## config.mk

```make
export PLATFORM = sky130hd
export DESIGN_NAME = scoreboard_regfile
export DESIGN_NICKNAME = d
export VERILOG_FILES = /design/src/rtl/regfile_pkg.sv /design/src/rtl/rf_read_port.sv /design/src/rtl/scoreboard_regfile.sv
export SDC_FILE = /design/constraint.sdc
export NUM_CORES = 2
export LEC_CHECK = 0
export BUFFER_PORTS_ARGS = -buffer_cell sky130_fd_sc_hd__buf_2
export CAP_MARGIN = 10
export CORE_ASPECT_RATIO = 0.7
export CORE_MARGIN = 5
export CORE_UTILIZATION = 45
export CTS_CLUSTER_DIAMETER = 200
export DETAILED_ROUTE_END_ITERATION = 8
export PLACE_DENSITY = 0.6
export SLEW_MARGIN = 20
export SYNTH_ARGS = -nofsm -noshare
export SYNTH_HDL_FRONTEND = slang
export SYNTH_SLANG_ARGS = --single-unit
```

## constraint.sdc

```tcl
create_clock -name clk -period 4.5 [get_ports clk]
set_clock_uncertainty 0.1 [all_clocks]
set_input_delay 0 -clock clk [delete_from_list [all_inputs] [get_ports clk]]
set_output_delay 0 -clock clk [all_outputs]
set_load 0.05 [all_outputs]
```

## src/rtl/regfile_pkg.sv

```systemverilog
// regfile_pkg: default register-file sizes and the address-width helper shared by the scoreboard register file
package regfile_pkg;
  localparam int NREG_DEF  = 32;
  localparam int WIDTH_DEF = 32;
  function automatic int aw_f(input int n);
    return (n > 1) ? $clog2(n) : 1;
  endfunction
endpackage

```

## src/rtl/rf_read_port.sv

```systemverilog
// rf_read_port: one combinational read port (array mux, zero-reg force, optional write forwarding under RF_BYPASS_EN)
module rf_read_port
  import regfile_pkg::*;
#(
  parameter int NREG     = NREG_DEF,
  parameter int WIDTH    = WIDTH_DEF,
  parameter int NWR      = 1,
  parameter int ZERO_REG = 1,
  localparam int AW      = aw_f(NREG)
) (
  input  logic [AW-1:0]        addr_i,
  input  logic [WIDTH-1:0]     mem_i [NREG],
  input  logic [NREG-1:0]      busy_i,
`ifdef RF_BYPASS_EN
  input  logic [NWR-1:0]       wr_en_i,
  input  logic [NWR*AW-1:0]    wr_addr_i,
  input  logic [NWR*WIDTH-1:0] wr_data_i,
  input  logic                 iss_en_i,
  input  logic [AW-1:0]        iss_addr_i,
`endif
  output logic [WIDTH-1:0]     data_o,
  output logic                 rdy_o
);
`ifdef RF_BYPASS_EN
  logic hit;
`endif
  // select array entry, forward any same-cycle write (highest port last), then force hardwired zero
  always_comb begin
    data_o = mem_i[addr_i];
    rdy_o  = ~busy_i[addr_i];
`ifdef RF_BYPASS_EN
    hit = 1'b0;
    for (int j = 0; j < NWR; j++) begin
      if (wr_en_i[j] && wr_addr_i[j*AW +: AW] == addr_i) begin
        data_o = wr_data_i[j*WIDTH +: WIDTH];
        hit    = 1'b1;
      end
    end
    if (hit) rdy_o = !(iss_en_i && iss_addr_i == addr_i);
`endif
    if (ZERO_REG != 0 && addr_i == '0) begin
      data_o = '0;
      rdy_o  = 1'b1;
    end
  end
endmodule

```

## src/rtl/scoreboard_regfile.sv

```systemverilog
// scoreboard_regfile: multi-port register file with per-register busy bits for hazard tracking; RF_BYPASS_EN adds write-to-read forwarding
module scoreboard_regfile
  import regfile_pkg::*;
#(
  parameter int NREG     = NREG_DEF,
  parameter int WIDTH    = WIDTH_DEF,
  parameter int NRD      = 2,
  parameter int NWR      = 1,
  parameter int ZERO_REG = 1,
  localparam int AW      = aw_f(NREG)
) (
  input  logic                 clk,
  input  logic                 rstn,
  input  logic [NRD*AW-1:0]    rd_addr,
  output logic [NRD*WIDTH-1:0] rd_data,
  output logic [NRD-1:0]       rd_rdy,
  input  logic                 iss_en,
  input  logic [AW-1:0]        iss_addr,
  output logic                 iss_ok,
  input  logic [NWR-1:0]       wr_en,
  input  logic [NWR*AW-1:0]    wr_addr,
  input  logic [NWR*WIDTH-1:0] wr_data
);
  logic [WIDTH-1:0] mem_q [NREG];
  logic [WIDTH-1:0] mem_d [NREG];
  logic [NREG-1:0]  busy_q, busy_d;
  // writes in port order so the higher port wins; a new reservation overrides a clearing write
  always_comb begin
    mem_d  = mem_q;
    busy_d = busy_q;
    for (int j = 0; j < NWR; j++) begin
      if (wr_en[j]) begin
        mem_d[wr_addr[j*AW +: AW]]  = wr_data[j*WIDTH +: WIDTH];
        busy_d[wr_addr[j*AW +: AW]] = 1'b0;
      end
    end
    if (iss_en) busy_d[iss_addr] = 1'b1;
    if (ZERO_REG != 0) begin
      mem_d[0]  = '0;
      busy_d[0] = 1'b0;
    end
  end
  // state update; reset clears data and busy bits regardless of concurrent writes/issues
  always_ff @(posedge clk) begin
    if (!rstn) begin
      mem_q  <= '{default: '0};
      busy_q <= '0;
    end else begin
      mem_q  <= mem_d;
      busy_q <= busy_d;
    end
  end
  // WAW check for the issuing instruction, optionally seeing a same-cycle clearing write
  always_comb begin
    iss_ok = ~busy_q[iss_addr];
`ifdef RF_BYPASS_EN
    for (int j = 0; j < NWR; j++)
      if (wr_en[j] && wr_addr[j*AW +: AW] == iss_addr) iss_ok = 1'b1;
`endif
    if (ZERO_REG != 0 && iss_addr == '0) iss_ok = 1'b1;
  end
  for (genvar i = 0; i < NRD; i++) begin : g_rd
    rf_read_port #(
      .NREG(NREG), .WIDTH(WIDTH), .NWR(NWR), .ZERO_REG(ZERO_REG)
    ) u_rp (
      .addr_i    (rd_addr[i*AW +: AW]),
      .mem_i     (mem_q),
      .busy_i    (busy_q),
`ifdef RF_BYPASS_EN
      .wr_en_i   (wr_en),
      .wr_addr_i (wr_addr),
      .wr_data_i (wr_data),
      .iss_en_i  (iss_en),
      .iss_addr_i(iss_addr),
`endif
      .data_o    (rd_data[i*WIDTH +: WIDTH]),
      .rdy_o     (rd_rdy[i])
    );
  end
endmodule

```

# [Yosys cells after proc, flatten, opt, wreduce, memory -nomap -nowiden]
# Index checks and enable logic that the tools add are counted.
# W data, S select, Z words.
[word_totals] out_inout_bits=67 ff_bits=1056 word_cells=85
[op_classes] bitwise_logic=9 mux=26 order_cmp=10 n_reduce_logical=6
[op_table] op="$bwmux W1024" count=1
[op_table] op="$bmux W32 S5" count=2
[op_table] op="$mux W32" count=9
[op_table] op="$demux W32 S5" count=1
[op_table] op="$and A32 B32 Y32" count=1
[op_table] op="$not A32 Y32" count=1
[op_table] op="$or A32 B32 Y32" count=1
[op_table] op="$lt A5 B6 Y1 const B" count=4
[op_table] op="$ge A6 B6 Y1 const B" count=3
[op_table] op="$not A5 Y6" count=3
[op_table] op="$bmux W1 S5" count=3
[op_table] op="$logic_not A5 Y1" count=3
[op_table] op="$demux W1 S5" count=2
[op_table] op="$ge A5 B1 Y1 const B" count=2
[op_table] op="$mux W1" count=8
[op_table] op="$lt A6 B1 Y1 const B" count=1
[op_table] op="$logic_and A1 B1 Y1" count=3
[op_table] op="$not A1 Y1" count=3

# [Depth between registers and ports, before layout]
[depth] word_depth=9 ltp_mapped=9 ltp_nobuf=5

# [By module]
# From an unflattened synthesis, not the netlist that was laid out.
[hier_totals] cells_unflattened=5965 area_unflattened_um2=55774.7
[modules_own_cells] mod="scoreboard_regfile" cells_each=4597 instances=1 area_each_um2=38230.4 seq_area_each_um2=20479.6
[modules_own_cells] mod="rf_read_port" cells_each=684 instances=2 area_each_um2=8772.2 seq_area_each_um2=0.0

# [Least setup slack after synthesis]
# OpenSTA, ideal clock, no wires.
[synth_timing] path_kind="input to output" from="input port rd_addr[0]" to="output port rd_data[31]" required_time_ps=4400 path_slack_ps=2367 arrival_ps=2033 path_stages=9 path_cell_list="buf_6 > buf_6 > buf_4 > buf_4 > buf_2 > nor2_1 > a221oi_1 > a221oi_1 > a31oi_1"
[synth_between] elab_chain_len=5
[synth_rtl] item="from (decl)" line_no="scoreboard_regfile.sv:14" source="input logic [NRD*AW-1:0] rd_addr,"
[synth_rtl] item="$not A5 Y6 (implied by the code)" line_no="rf_read_port.sv:29" source="data_o = mem_i[addr_i];"
[synth_rtl] item="$bmux W32 S5" line_no="rf_read_port.sv:29"
[synth_rtl] item="$mux W32 (implied by the code) (2 in series)" line_no="rf_read_port.sv:29"
[synth_rtl] item="$mux W32 (*)" line_no="rf_read_port.sv:41" source="if (ZERO_REG != 0 && addr_i == '0) begin"
[synth_rtl] item="to (decl)" line_no="scoreboard_regfile.sv:15" source="output logic [NRD*WIDTH-1:0] rd_data,"
# Mark *: on every way between the ends. The rest lies on a longest branch, timed or not. The select of a mux whose other input is x is not followed.

# [Worst setup path in the final report]
[layout_timing] from="input port rd_addr[1]" to="output port rd_data[10]"
# Same word-level chain as after synthesis.

==> flow_summary.json <==
{
  "p_per_area_mw_per_mm2": 333,
  "grt_overflow": 0,
  "die_area_mm2": 0.129,
  "hold_depth": 5,
  "clock_latency_ns": 0.69,
  "cts_resized": 0,
  "min_period_ns": 3.35,
  "slew_viol_final": 0,
  "layout_setup_ws_ns": 1.15,
  "critPathSlowestCell": "nor2b_4",
  "final_util": 0.501,
  "ctsHoldBuffers": 45,
  "cts_tree": "built",
  "cp.required_ns": 4.40,
  "postSynthAreaPerCell_um2": 9.19,
  "r2r_cells": 3,
  "cp_cell_sequence": "buf_8, nor2b_4, buf_4, a221oi_1, nor3_1, a31oi_1, o21ai_1, buf_2",
  "worst_setup_path_end_kind": "output pin",
  "critPathLaunch": "rd_addr[1]",
  "grt_pass1_vias": 45600,
  "critPathMaxStageDelay_ns": 0.93,
  "drt-wirelength-per-cell_um": 30.8,
  "io_pins": 123,
  "cts_inserted_buffers": 103,
  "yosys_warnings": 0,
  "pre_cts_slack_ns": 1.33,
  "top_layer": "met5",
  "coreArea_mm2": 0.121,
  "cts.clk_slew.worst_paths_ns": 0.07,
  "via_per_inst": 6.42,
  "setup_violations": 0,
  "root_buffer": "clkbuf_16",
  "fp.dieW_um": 427,
  "route.detailed.drc": 0,
  "tightestPinTransition_ns": 1.25,
  "drive_above_1_share": 0.179,
  "critPathMaxFanout": 48,
  "fmaxAchievable_ghz": 0.298,
  "rsz0062_at_grt": "no",
  "cts_max_path_buffers": 3,
  "area_growth_pct": 11.0,
  "status": "completed",
  "critPathKind": "primary input to output pin",
  "gp_congestion": 0.902,
  "rr_endpoint": "busy_q[20]",
  "finalSetupTns_ns": 0,
  "ys_ff_latch": 1023,
  "grt_max_degree": 165,
  "r2r_start": "busy_q[20]",
  "holdPathEnd": "busy_q[3]",
  "p_comb_frac": 0.092,
  "port_buffers": 122,
  "synth.distinct_cells": 44,
  "place_hpwl_um": 139000,
  "p_int_mw": 15.0,
  "clock_sinks": 1023,
  "hold_path_class": "primary input to flip-flop",
  "wl_met1_um": 90300,
  "syn-cell-area_mm2": 0.0548,
  "clockPowerShare": 0.455,
  "fin_crit_sh": 0.745,
  "syn_nets": 6018,
  "relSlewSlack": 0.168,
  "crit_arrival_ns": 3.25,
  "syn-instance-count": 5962,
  "cp-start-kind": "primary input",
  "nets": 5828,
  "rrSetupSlack_ns": 3.10,
  "ir_drop_uv": 288,
  "whs_ns": 0.0612,
  "wl_met2_um": 97200,
  "total_power_mw": 20.2,
  "drtIter0Drc": 6695,
  "ant_nets": 0,
  "drt_wl_total_um": 231000,
  "rows": 107,
  "drt_pass1_iterations": 7,
  "synth.yosys.seq_area_share": 0.374,
  "start_util": 0.451,
  "grt_antenna_before_repair": 22,
  "grt_pass1_wl_um": 331000,
  "vias": 48100,
  "switchingPower_mw": 5.21,
  "cap_violations": 0,
  "hp-start": "wr_en",
  "p_leak_nw": 20.1,
  "ctsHtreeMaxLevel": 3,
  "p_sw_frac": 0.258,
  "post-cts-setup-buffer-count": 0,
  "die_y_um": 302,
  "met3_length_um": 27700,
  "seqPwrFrac": 0.454,
  "grt_usage": 0.351,
  "final_hold_viol_count": 0
}
[power by group through the flow]
stage               clock (mW)  sequential, mW  combinational (mW)
floorplan                    0            9.36                1.18
global placement             0            9.37                1.75
detailed placement           0            9.38                1.76
CTS                       9.25            9.17                1.81
global route              9.65            9.18                1.90
finish                    9.20            9.18                1.85
[synthesized netlist by cell type, drive strengths merged]
| cell | count | share of area |
|---|---|---|
| a211oi | 3 | 0.00041 |
| a21boi | 992 | 0.14 |
| a21o | 1 | 0.00014 |
| a21oi | 52 | 0.0048 |
| a221oi | 31 | 0.0050 |
| a22o | 10 | 0.0016 |
| a22oi | 70 | 0.0096 |
| a31oi | 23 | 0.0026 |
| and2 | 5 | 0.00057 |
| and3 | 4 | 0.00046 |
| and3b | 3 | 0.00048 |
| and4 | 1 | 0.00016 |
| buf | 161 | 0.016 |
| clkbuf | 448 | 0.031 |
| dfxtp | 1023 | 0.37 |
| inv | 1 | 0.000068 |
| mux2 | 95 | 0.020 |
| mux2i | 170 | 0.031 |
| mux4 | 465 | 0.19 |
| nand2 | 2098 | 0.14 |
| nand2b | 6 | 0.00069 |
| nand3 | 3 | 0.00027 |
| nand3b | 6 | 0.00082 |
| nor2 | 75 | 0.0051 |
| nor2b | 75 | 0.0086 |
| nor3 | 23 | 0.0021 |
| nor3b | 7 | 0.00096 |
| o211ai | 17 | 0.0023 |
| o21ai | 52 | 0.0048 |
| o221ai | 32 | 0.0051 |
| o22ai | 2 | 0.00023 |
| o31ai | 1 | 0.00014 |
| or2 | 4 | 0.00046 |
| or3b | 3 | 0.00048 |
[cell usage in the layout (no fill, tap or decap), types with 33 or more instances in the layout]
cell / n
a21boi_0: 432
buf_2: 112
clkbuf_16: 106
mux2_2: 74
nand2_1: 2066
nor2_1: 45
mux2i_1: 170
dlygate4sd3_1: 45
a21oi_1: 52
buf_4: 119
mux4_2: 465
a22oi_1: 70
dfxtp_1: 1023
a21boi_1: 560
o21ai_0: 33
nor2b_1: 73
[cells by family (layout without fill, tap and decap cells)]
kind of cell / count (synthesis) / in the layout / synth area share
AND/OR/NAND/NOR: 2313 / 2313 / 0.165
multiplexers: 730 / 730 / 0.242
flip-flops: 1023 / 1023 / 0.374
other: 0 / 11 / 0
AO/OA/AOI/OAI: 1286 / 1286 / 0.173
buffers and inverters: 610 / 502 / 0.0466
[metal layers]
layer | track usage | vias up
met2 | 0.516 | 3139
met4 | 0.193 | 12
met5 | 0 | -
met1 | 0.468 | 23800
li1 | - | 20400
met3 | 0.0997 | 780
[per-stage QoR]
step                      instances  instance area (µm²)
after floorplan                5962                54800
after global placement         7250                56600
after detailed placement       7253                56700
after CTS                      7485                60700
after global routing           7496                60800
final                          7500                60800
[area by class of cell]
| type | count | area (µm²) |
|---|---|---|
| Timing Repair Buffer | 314 | 2640 |
| Tap cell | 1635 | 2050 |
| Clock inverter | 34 | 428 |
| Antenna cell | 11 | 27.5 |
| Multi-Input combinational cell | 4329 | 32100 |
| Fill cell | 11200 | 60500 |
| Sequential cell | 1023 | 20500 |
| Clock buffer | 153 | 3110 |
| Inverter | 1 | 3.75 |
[worst max path at each step]
stage | end | slack (ns) | cells after the start
6_report | rd_data[10] | 1.15 | 8
5_1_grt | rd_data[18] | 1.19 | 8
4_1_cts | rd_rdy[0] | 1.29 | 6
3_5_place_dp | rd_data[18] | 1.33 | 8
3_3_place_gp | rd_data[18] | 1.29 | 8
2_1_floorplan | rd_data[31] | 2.37 | 9
[critical path: cells and delay by family]
family	cells	cell delay, ns
buf+inv	3	1.18
simple gates	2	1.14
compound gates	3	0.89
[state kept, by name (all words and copies together), names as in the netlist]
register	count
busy_q	31
mem_q	992
(Power assumes the default switching activity.)
